File: src/rtl/uart_tx_arbiter.sv
// Round-robin arbiter that lets several byte sources share one UART encoder.
// Each grant moves one byte, then the FSM follows the encoder's busy handshake.
module uart_tx_arbiter #(
  parameter int NUM_REQ      = 2,
  parameter int BUSY_TIMEOUT = 16
) (
  input  logic                   i_Clk,
  input  logic                   i_Rst_L,
  input  logic [NUM_REQ-1:0]     i_Req_Valid,
  input  logic [8*NUM_REQ-1:0]   i_Req_Byte,
  output logic [NUM_REQ-1:0]     o_Req_Ready,
  output logic [7:0]             o_Enc_Byte,
  output logic                   o_Enc_Write_En,
  input  logic                   i_Enc_Busy,
  output logic [1:0]             o_Grant_Id,
  output logic                   o_Active,
  output logic                   o_Timeout_Err
);

  localparam int CW = $clog2(BUSY_TIMEOUT + 1);

  typedef enum logic [1:0] {
    S_IDLE,
    S_LOAD,
    S_WAIT_BUSY,
    S_WAIT_DONE
  } state_t;

  state_t        state_q, state_d;
  logic [1:0]    ptr_q, ptr_d;
  logic [1:0]    grant_id_q, grant_id_d;
  logic [7:0]    enc_byte_q, enc_byte_d;
  logic [CW-1:0] cnt_q, cnt_d;
  logic          err_q, err_d;

  // Requester slots are padded to four so unused indices read as never-valid.
  logic [3:0] valid_ext;
  logic [7:0] byte_ext [4];

  for (genvar gi = 0; gi < 4; gi++) begin : g_ext
    if (gi < NUM_REQ) begin : g_used
      assign valid_ext[gi] = i_Req_Valid[gi];
      assign byte_ext[gi]  = i_Req_Byte[8*gi +: 8];
    end else begin : g_unused
      assign valid_ext[gi] = 1'b0;
      assign byte_ext[gi]  = 8'h00;
    end
  end

  logic       hi_found, lo_found;
  logic [1:0] hi_idx, lo_idx;
  logic [1:0] pick_idx;
  logic       grant_fire;

  // Lowest valid index at/after the pointer wins; otherwise wrap to the lowest valid index.
  always_comb begin
    hi_found = 1'b0;
    hi_idx   = 2'd0;
    lo_found = 1'b0;
    lo_idx   = 2'd0;
    for (int k = 3; k >= 0; k--) begin
      if (valid_ext[k]) begin
        lo_found = 1'b1;
        lo_idx   = 2'(k);
        if (2'(k) >= ptr_q) begin
          hi_found = 1'b1;
          hi_idx   = 2'(k);
        end
      end
    end
  end

  assign pick_idx   = hi_found ? hi_idx : lo_idx;
  assign grant_fire = i_Rst_L && (state_q == S_IDLE) && lo_found && !i_Enc_Busy;

  for (genvar gi = 0; gi < NUM_REQ; gi++) begin : g_ready
    assign o_Req_Ready[gi] = grant_fire && (pick_idx == 2'(gi));
  end

  always_comb begin
    state_d    = state_q;
    ptr_d      = ptr_q;
    grant_id_d = grant_id_q;
    enc_byte_d = enc_byte_q;
    cnt_d      = cnt_q;
    err_d      = err_q;
    case (state_q)
      S_IDLE: begin
        if (grant_fire) begin
          enc_byte_d = byte_ext[pick_idx];
          grant_id_d = pick_idx;
          ptr_d      = (pick_idx == 2'(NUM_REQ - 1)) ? 2'd0 : pick_idx + 2'd1;
          state_d    = S_LOAD;
        end
      end
      S_LOAD: begin
        cnt_d   = '0;
        state_d = S_WAIT_BUSY;
      end
      S_WAIT_BUSY: begin
        if (i_Enc_Busy) begin
          state_d = S_WAIT_DONE;
        end else begin
          cnt_d = cnt_q + 1'b1;
          // Encoder ignored the write: drop the byte and flag it, no retry.
          if (cnt_d == CW'(BUSY_TIMEOUT)) begin
            err_d   = 1'b1;
            state_d = S_IDLE;
          end
        end
      end
      S_WAIT_DONE: begin
        if (!i_Enc_Busy) begin
          state_d = S_IDLE;
        end
      end
      default: state_d = S_IDLE;
    endcase
  end

  always_ff @(posedge i_Clk or negedge i_Rst_L) begin
    if (!i_Rst_L) begin
      state_q    <= S_IDLE;
      ptr_q      <= 2'd0;
      grant_id_q <= 2'd0;
      enc_byte_q <= 8'h00;
      cnt_q      <= '0;
      err_q      <= 1'b0;
    end else begin
      state_q    <= state_d;
      ptr_q      <= ptr_d;
      grant_id_q <= grant_id_d;
      enc_byte_q <= enc_byte_d;
      cnt_q      <= cnt_d;
      err_q      <= err_d;
    end
  end

  assign o_Enc_Byte     = enc_byte_q;
  assign o_Grant_Id     = grant_id_q;
  assign o_Enc_Write_En = (state_q == S_LOAD);
  assign o_Active       = (state_q != S_IDLE);
  assign o_Timeout_Err  = err_q;

endmodule

File: config.mk
export PLATFORM = sky130hd
export DESIGN_NAME = uart_tx_arbiter
export DESIGN_NICKNAME = d
export VERILOG_FILES = /design/src/rtl/uart_tx_arbiter.sv
export SDC_FILE = /design/constraint.sdc
export NUM_CORES = 1
export LEC_CHECK = 0
export CAP_MARGIN = 0
export CORE_MARGIN = 3
export CORE_UTILIZATION = 44
export CTS_BUF_LIST = sky130_fd_sc_hd__clkbuf_16
export DETAILED_ROUTE_END_ITERATION = 16
export GPL_TIMING_DRIVEN = 1
export PLACE_DENSITY_LB_ADDON = 0.1
export SYNTH_ARGS = -nofsm -noshare
export SYNTH_HDL_FRONTEND = slang
export SYNTH_SLANG_ARGS = --single-unit
File: constraint.sdc
create_clock -name i_Clk -period 3.2 [get_ports i_Clk]
set_input_delay 0.32 -clock i_Clk [delete_from_list [all_inputs] [get_ports i_Clk]]
set_output_delay 0.32 -clock i_Clk [all_outputs]
set_load 0.02 [all_outputs]
==> reports/qor.yml, run 1 <==
cts_setup_buffers: 0
drv_cap: 0
synthTopCellsByArea: "dfrtp_1, a21o_1, a22o_1"
finalClockSkew_ps: 4.06
hold_slack_ps: 423
status: "finished clean"
start_util: 0.482
wl_per_cell_um: 14.7
slew_viol_final: 0
hpwl_mm: 1.45
cp_cell_sequence: "clkdlybuf4s50_1 > nor4b_2 > o21ai_2 > a21oi_2 > clkdlybuf4s50_1"
synthAdderAreaFrac: 0.0144
grt_usage: 0.179
nFillCells: 138
maxSlewHeadroom: 0.646
worstSetupPathType: "input port to primary output"
tightestPinTransition_ps: 530
syn_inst: 79
synth-xor-area-share: 0.0202
worstPathArrival_ps: 2150
syn2layout_area_growth_pct: 50.4
yosys.area_share.simple: 0.169
vias: 739
setup_viol: 0
syn_avg_cell_area_sq_um: 11.0
cp.required_ps: 2880
core.rowCount: 15
period_needed_ps: 2470
finalHoldViolations: 0
slowest_stage: "clkdlybuf4s50_1"
drive_above_1_share: 0.130
leakage_nw: 0.609
clk_pin_slew_ps: 50
vias_per_cell: 5.28
ys_seq_elements: 18
synth_compound_area_frac: 0.246
max-vdd-ir-drop_v: 0.000429
h-tree-depth: 1
worstPathBufferInverterCount: 2
max_freq_mhz: 405
critPathMostFrequentCell: "clkdlybuf4s50_1"
reg2reg_from: "state_q[1]"
gp_congestion: 0.758
root_buffer: "clkbuf_16"
cts_num_sinks: 18
dr.pass1.iters: 4
crit_start: "i_Enc_Busy"
die_h_um: 50.4
diodes: 0
drt_iter0_drc: 10
wl_mm: 2.06
p_per_area_nw_per_um2: 826
grt_max_degree: 19
yosysTopAreaCellShare: 0.519
synthMuxAreaShare: 0
drcViolationCount: 0
period_share: 0.771
cts_resized: 0
rsz0062_at_grt: "false"
ios: 36
synth_top_cell_by_area: "dfrtp_1"
hold_path_class: "input port to asynchronous set/reset pin"
crit_family: "buffers and inverters"
port_buffers: 34
ys_types: 28
netlist_area_sq_um: 868
cts_tree: "done"
nets: 139
cp_max_fo: 12
cp-end-kind: "primary output"
synth-seq-area-share: 0.519
drtAntennaViolNets: 0
slowest_delay_ps: 610
grt-ovfl-total: 0
tns_ps: 0
grt_first_pass_wirelength_mm: 3.37
synth_warnings: 0
antenna_found_initial: 0
grt_pass1_vias: 728
cts_buffer_depth: 2
die_area_sq_um: 2540
clk_latency_ps: 250
die_w_um: 50.4
multi_input_comb_area_sq_um: 394
postCtsHoldBufs: 0
critPathLaunchType: "input port"
syn_nets: 101
seqCellArea_sq_um: 450
synth_top_family_by_area: "compound AO/OA/AOI/OAI gates"
cts-buffers-inserted: 3
coreArea_sq_um: 1800
==> cell usage after synthesis <==
library cell	n
dfrtp_1	18
nand2_1	10
a21o_1	9
a22o_1	7
o21ai_0	6
a21o_2	2
a21oi_1	2
nand3_1	2
nand3b_1	2
nor2_1	2
xor2_1	2
a21oi_2	1
a22o_2	1
and2b_2	1
and3_2	1
buf_2	1
buf_4	1
buf_6	1
conb_1	1
ha_1	1
nand2b_1	1
nand4b_1	1
nor3b_1	1
nor4b_2	1
o21ai_2	1
or2_2	1
or2b_1	1
or3b_2	1
==> routing by layer <==
| layer | share of wire | global-route usage | vias up |
|---|---|---|---|
| li1 | - | - | 359 |
| met2 | 0.48 | 0.280 | 26 |
| met1 | 0.43 | 0.228 | 348 |
| met5 | 0 | 0 | - |
| met4 | 0.025 | 0.0942 | 0 |
| met3 | 0.071 | 0.0445 | 6 |
==> flip-flops by register name, summed over array words and instances, names as in the netlist <==
signal,cells
o_Enc_Byte,8
ptr_q,1
state_q,2
o_Timeout_Err,1
cnt_q,5
o_Grant_Id,1
==> final cells by class <==
| class | count | area share |
|---|---|---|
| multi-input cells | 58 | 0.302 |
| clock buffers | 3 | 0.0575 |
| well taps | 25 | 0.0239 |
| repair buffers | 36 | 0.272 |
| flip-flops and latches | 18 | 0.345 |
==> per-stage QoR <==
step	area (sq um)	cells	total power [mW]	util	setup WS, ps
floorplan	868	79	0.654	-	1640
global placement	1230	137	0.829	0.683	769
detailed placement	1230	137	0.832	0.683	733
CTS	1310	140	1.09	0.725	728
global route	1310	140	1.14	0.725	629
finish	1310	140	1.08	0.725	732
==> final timing paths <==
| kind | end | slack (ps) | cells past startpoint |
|---|---|---|---|
| max | o_Req_Ready[0] | 730 | 5 |
| min | state_q[0] | 420 | 2 |
| max reg2reg | o_Enc_Byte[5] | 1590 | 4 |
| min reg2reg | o_Timeout_Err | 460 | 1 |
| max in group asynchronous | o_Enc_Byte[4] | 2580 | 2 |
| min in group i_Clk | o_Timeout_Err | 460 | 1 |
==> report_power, final <==
group,switching (mW),leakage [nW],internal [mW]
clock,0.0802,0.0370,0.164
sequential,0.0696,0.228,0.315
combinational,0.202,0.344,0.248
==> kinds of logic (layout without fill, tap and decap cells) <==
kind of cell | count (synthesis) | count (layout)
AOI/OAI and AO/OA | 29 | 29
xor gates and xnor gates | 2 | 2
adders and majority gates | 1 | 1
buffers and inverters | 3 | 39
DFF | 18 | 18
other | 1 | 1
and+or+nand+nor | 25 | 25
==> layout by cell type (no fill, tap or decap) <==
cell type        instances
nor4b_2                  1
buf_4                    2
nand4b_1                 1
dfrtp_1                 18
nor2_1                   2
a21o_1                   9
nor3b_1                  1
a21oi_1                  2
nand2b_1                 1
nand3b_1                 2
o21ai_2                  1
nand2_1                 10
clkbuf_16                3
a22o_2                   1
a22o_1                   7
clkdlybuf4s50_1         34
a21oi_2                  1
ha_1                     1
conb_1                   1
and3_2                   1
o21ai_0                  6
or2b_1                   1
or3b_2                   1
or2_2                    1
a21o_2                   2
xor2_1                   2
and2b_2                  1
nand3_1                  2
(Power assumes the default switching activity.)
==> run 2, diff against run 1 <==
Settings changed: CORE_UTILIZATION 44 to 41.
Clock period 3.2 ns to 2.5 ns, I/O delays scaled along.
==> run 2 against run 1 <==
Compared with the run above: core utilization decreased by 5.1 points; sequential share of layout area decreased by 0.74 points; die area increased by 6.4%; sequential power increased by 31%; power increased by 32%; register-to-register slack got worse by 680 ps; first-iteration DRC count decreased by 50%.
==> reports/qor.yml, run 2 (synthesis results as in run 1) <==
status: "finished clean"  # unchanged
max-vdd-ir-drop_v: 0.000622  # was 0.000429 V
slowest_stage: "clkdlybuf4s50_1"  # unchanged
period_share: 0.854
cts_tree: "done"  # unchanged
port_buffers: 34  # unchanged
clk_pin_slew_ps: 50  # about the same
wl_mm: 2.14  # was 2.06 mm
worstSetupPathType: "input port to primary output"  # unchanged
dr.pass1.iters: 4  # unchanged
rsz0062_at_grt: "false"  # unchanged
cts_setup_buffers: 0  # unchanged
h-tree-depth: 1  # unchanged
seqCellArea_sq_um: 450  # unchanged
finalHoldViolations: 0  # unchanged
start_util: 0.438  # was 0.482
hold_path_class: "input port to asynchronous set/reset pin"  # unchanged
root_buffer: "clkbuf_16"  # unchanged
p_per_area_nw_per_um2: 1070  # was 826 nW/um^2
total_power_mw: 1.43  # was 1.08 mW
drtAntennaViolNets: 0  # unchanged
layout_commonest_cell: "clkdlybuf4s50_1"  # unchanged
reg2reg_to: "o_Enc_Byte[5]"  # unchanged
worstPathArrival_ps: 1890  # was 2150 ps
vias_per_cell: 5.15  # was 5.28
crit_start: "i_Enc_Busy"  # unchanged
multi_input_comb_area_sq_um: 394  # unchanged
hpwl_mm: 1.53  # was 1.45 mm
tns_ps: 0  # unchanged
diodes: 0  # unchanged
ios: 36  # unchanged
reg2reg_from: "state_q[1]"  # unchanged
core.rowCount: 16  # was 15
final_cells: 146  # was 140
antenna_found_initial: 0  # unchanged
finalClockSkew_ps: 1.02  # was 4.06 ps
placedCellCount: 142  # was 137
grt_pass1_vias: 754  # was 728
drt_iter0_drc: 5  # was 10
final_cell_mix: "clkdlybuf4s50_1, dfrtp_1, nand2_1"  # unchanged
die_area_sq_um: 2710  # was 2540 sq um
critPathMostFrequentCell: "clkdlybuf4s50_1"  # unchanged
reg2reg_setup_slack_ps: 910  # was 1590 ps
drive_above_1_share: 0.151  # was 0.130
slew_viol_final: 0  # unchanged
cp_max_fo: 5  # was 12
grt_max_degree: 19  # unchanged
period_needed_ps: 2140
slowest_delay_ps: 610  # about the same
grt_usage: 0.184  # was 0.179
fin_util: 0.674  # was 0.725
grt-ovfl-total: 0  # unchanged
clk_latency_ps: 250  # about the same
wl_per_cell_um: 14.6  # was 14.7 um
nets: 142  # was 139
coreArea_sq_um: 1980  # was 1800 sq um
cp-end-kind: "primary output"  # unchanged
max_freq_mhz: 468
worstPathBufferInverterCount: 2  # unchanged
cts_num_sinks: 18  # unchanged
nFillCells: 163  # was 138
cp_cell_sequence: "clkdlybuf4s50_1 > nor4b_2 > o21ai_2 > a21oi_2 > clkdlybuf4s50_1"  # unchanged
postCtsHoldBufs: 0  # unchanged
r2r_cells: 5  # was 4
cp.required_ps: 2250  # was 2880 ps
largest_reg_flops: 8  # unchanged
cts_buffer_depth: 2  # unchanged
syn2layout_area_growth_pct: 53.7  # was 50.4%
die_h_um: 52.0  # was 50.4 um
cts-buffers-inserted: 3  # unchanged
leakage_nw: 0.626  # was 0.609 nW
critPathLaunchType: "input port"  # unchanged
drv_cap: 0  # unchanged
grt_first_pass_wirelength_mm: 3.60  # was 3.37 mm
crit_family: "buffers and inverters"  # unchanged
vias: 752  # was 739
setup_viol: 0  # unchanged
gp_congestion: 0.686  # was 0.758
die_w_um: 52.0  # was 50.4 um
drcViolationCount: 0  # unchanged
cts_resized: 0  # unchanged
## run 2: cell types whose count changed in the layout (fill, tap and decap cells not counted), sizes merged
cell / previous run / this run
clkinv: 0 / 1
buf: 2 / 5
## run 2: worst max path at each step
stage / end / slack [ps] / depth (start not counted)
detailed placement: o_Req_Ready[0] / 350 / 5
CTS: o_Req_Ready[0] / 340 / 5
global placement: o_Req_Ready[0] / 380 / 5
global route: o_Req_Ready[0] / 250 / 5
floorplan: o_Req_Ready[0] / 1010 / 3
finish: o_Req_Ready[0] / 360 / 5
## run 2: metal layers
layer  routed length [um]  GRT usage  up-vias
met5                    0          0        -
met4                   23     0.0917        0
met3                   88     0.0344        4
met2                 1070      0.287       21
met1                  957      0.242      361
li1                     -          -      366
## run 2: area by class of cell
class,instances,share of cell area
Sequential cell,18,0.337
Multi-Input combinational cell,58,0.295
Timing Repair Buffer,39,0.283
Clock buffer,3,0.0562
Tap cell,27,0.0253
Clock inverter,1,0.00281
## run 2: power breakdown
group	switching [mW]	leakage, nW	total, mW	internal, mW
registers	0.0957	0.229	0.504	0.408
logic	0.266	0.359	0.605	0.339
clock network	0.107	0.0385	0.319	0.213
total	0.469	0.626	1.43	0.960
## run 2: worst reg2reg max path, stage by stage (launching register included)
cell and delay, ps:
dfrtp_1 440, nor4b_2 330, o21ai_2 110, buf_4 190
a22o_2 270, a21o_1 150
## run 2: stage by stage
stage | hold slack [ps] | setup slack [ps] | instance area [sq um]
floorplan | -45.6 | 1010 | 868
global placement | 440 | 375 | 1260
detailed placement | 447 | 350 | 1260
CTS | 372 | 339 | 1340
global route | 389 | 249 | 1340
finish | 358 | 364 | 1340
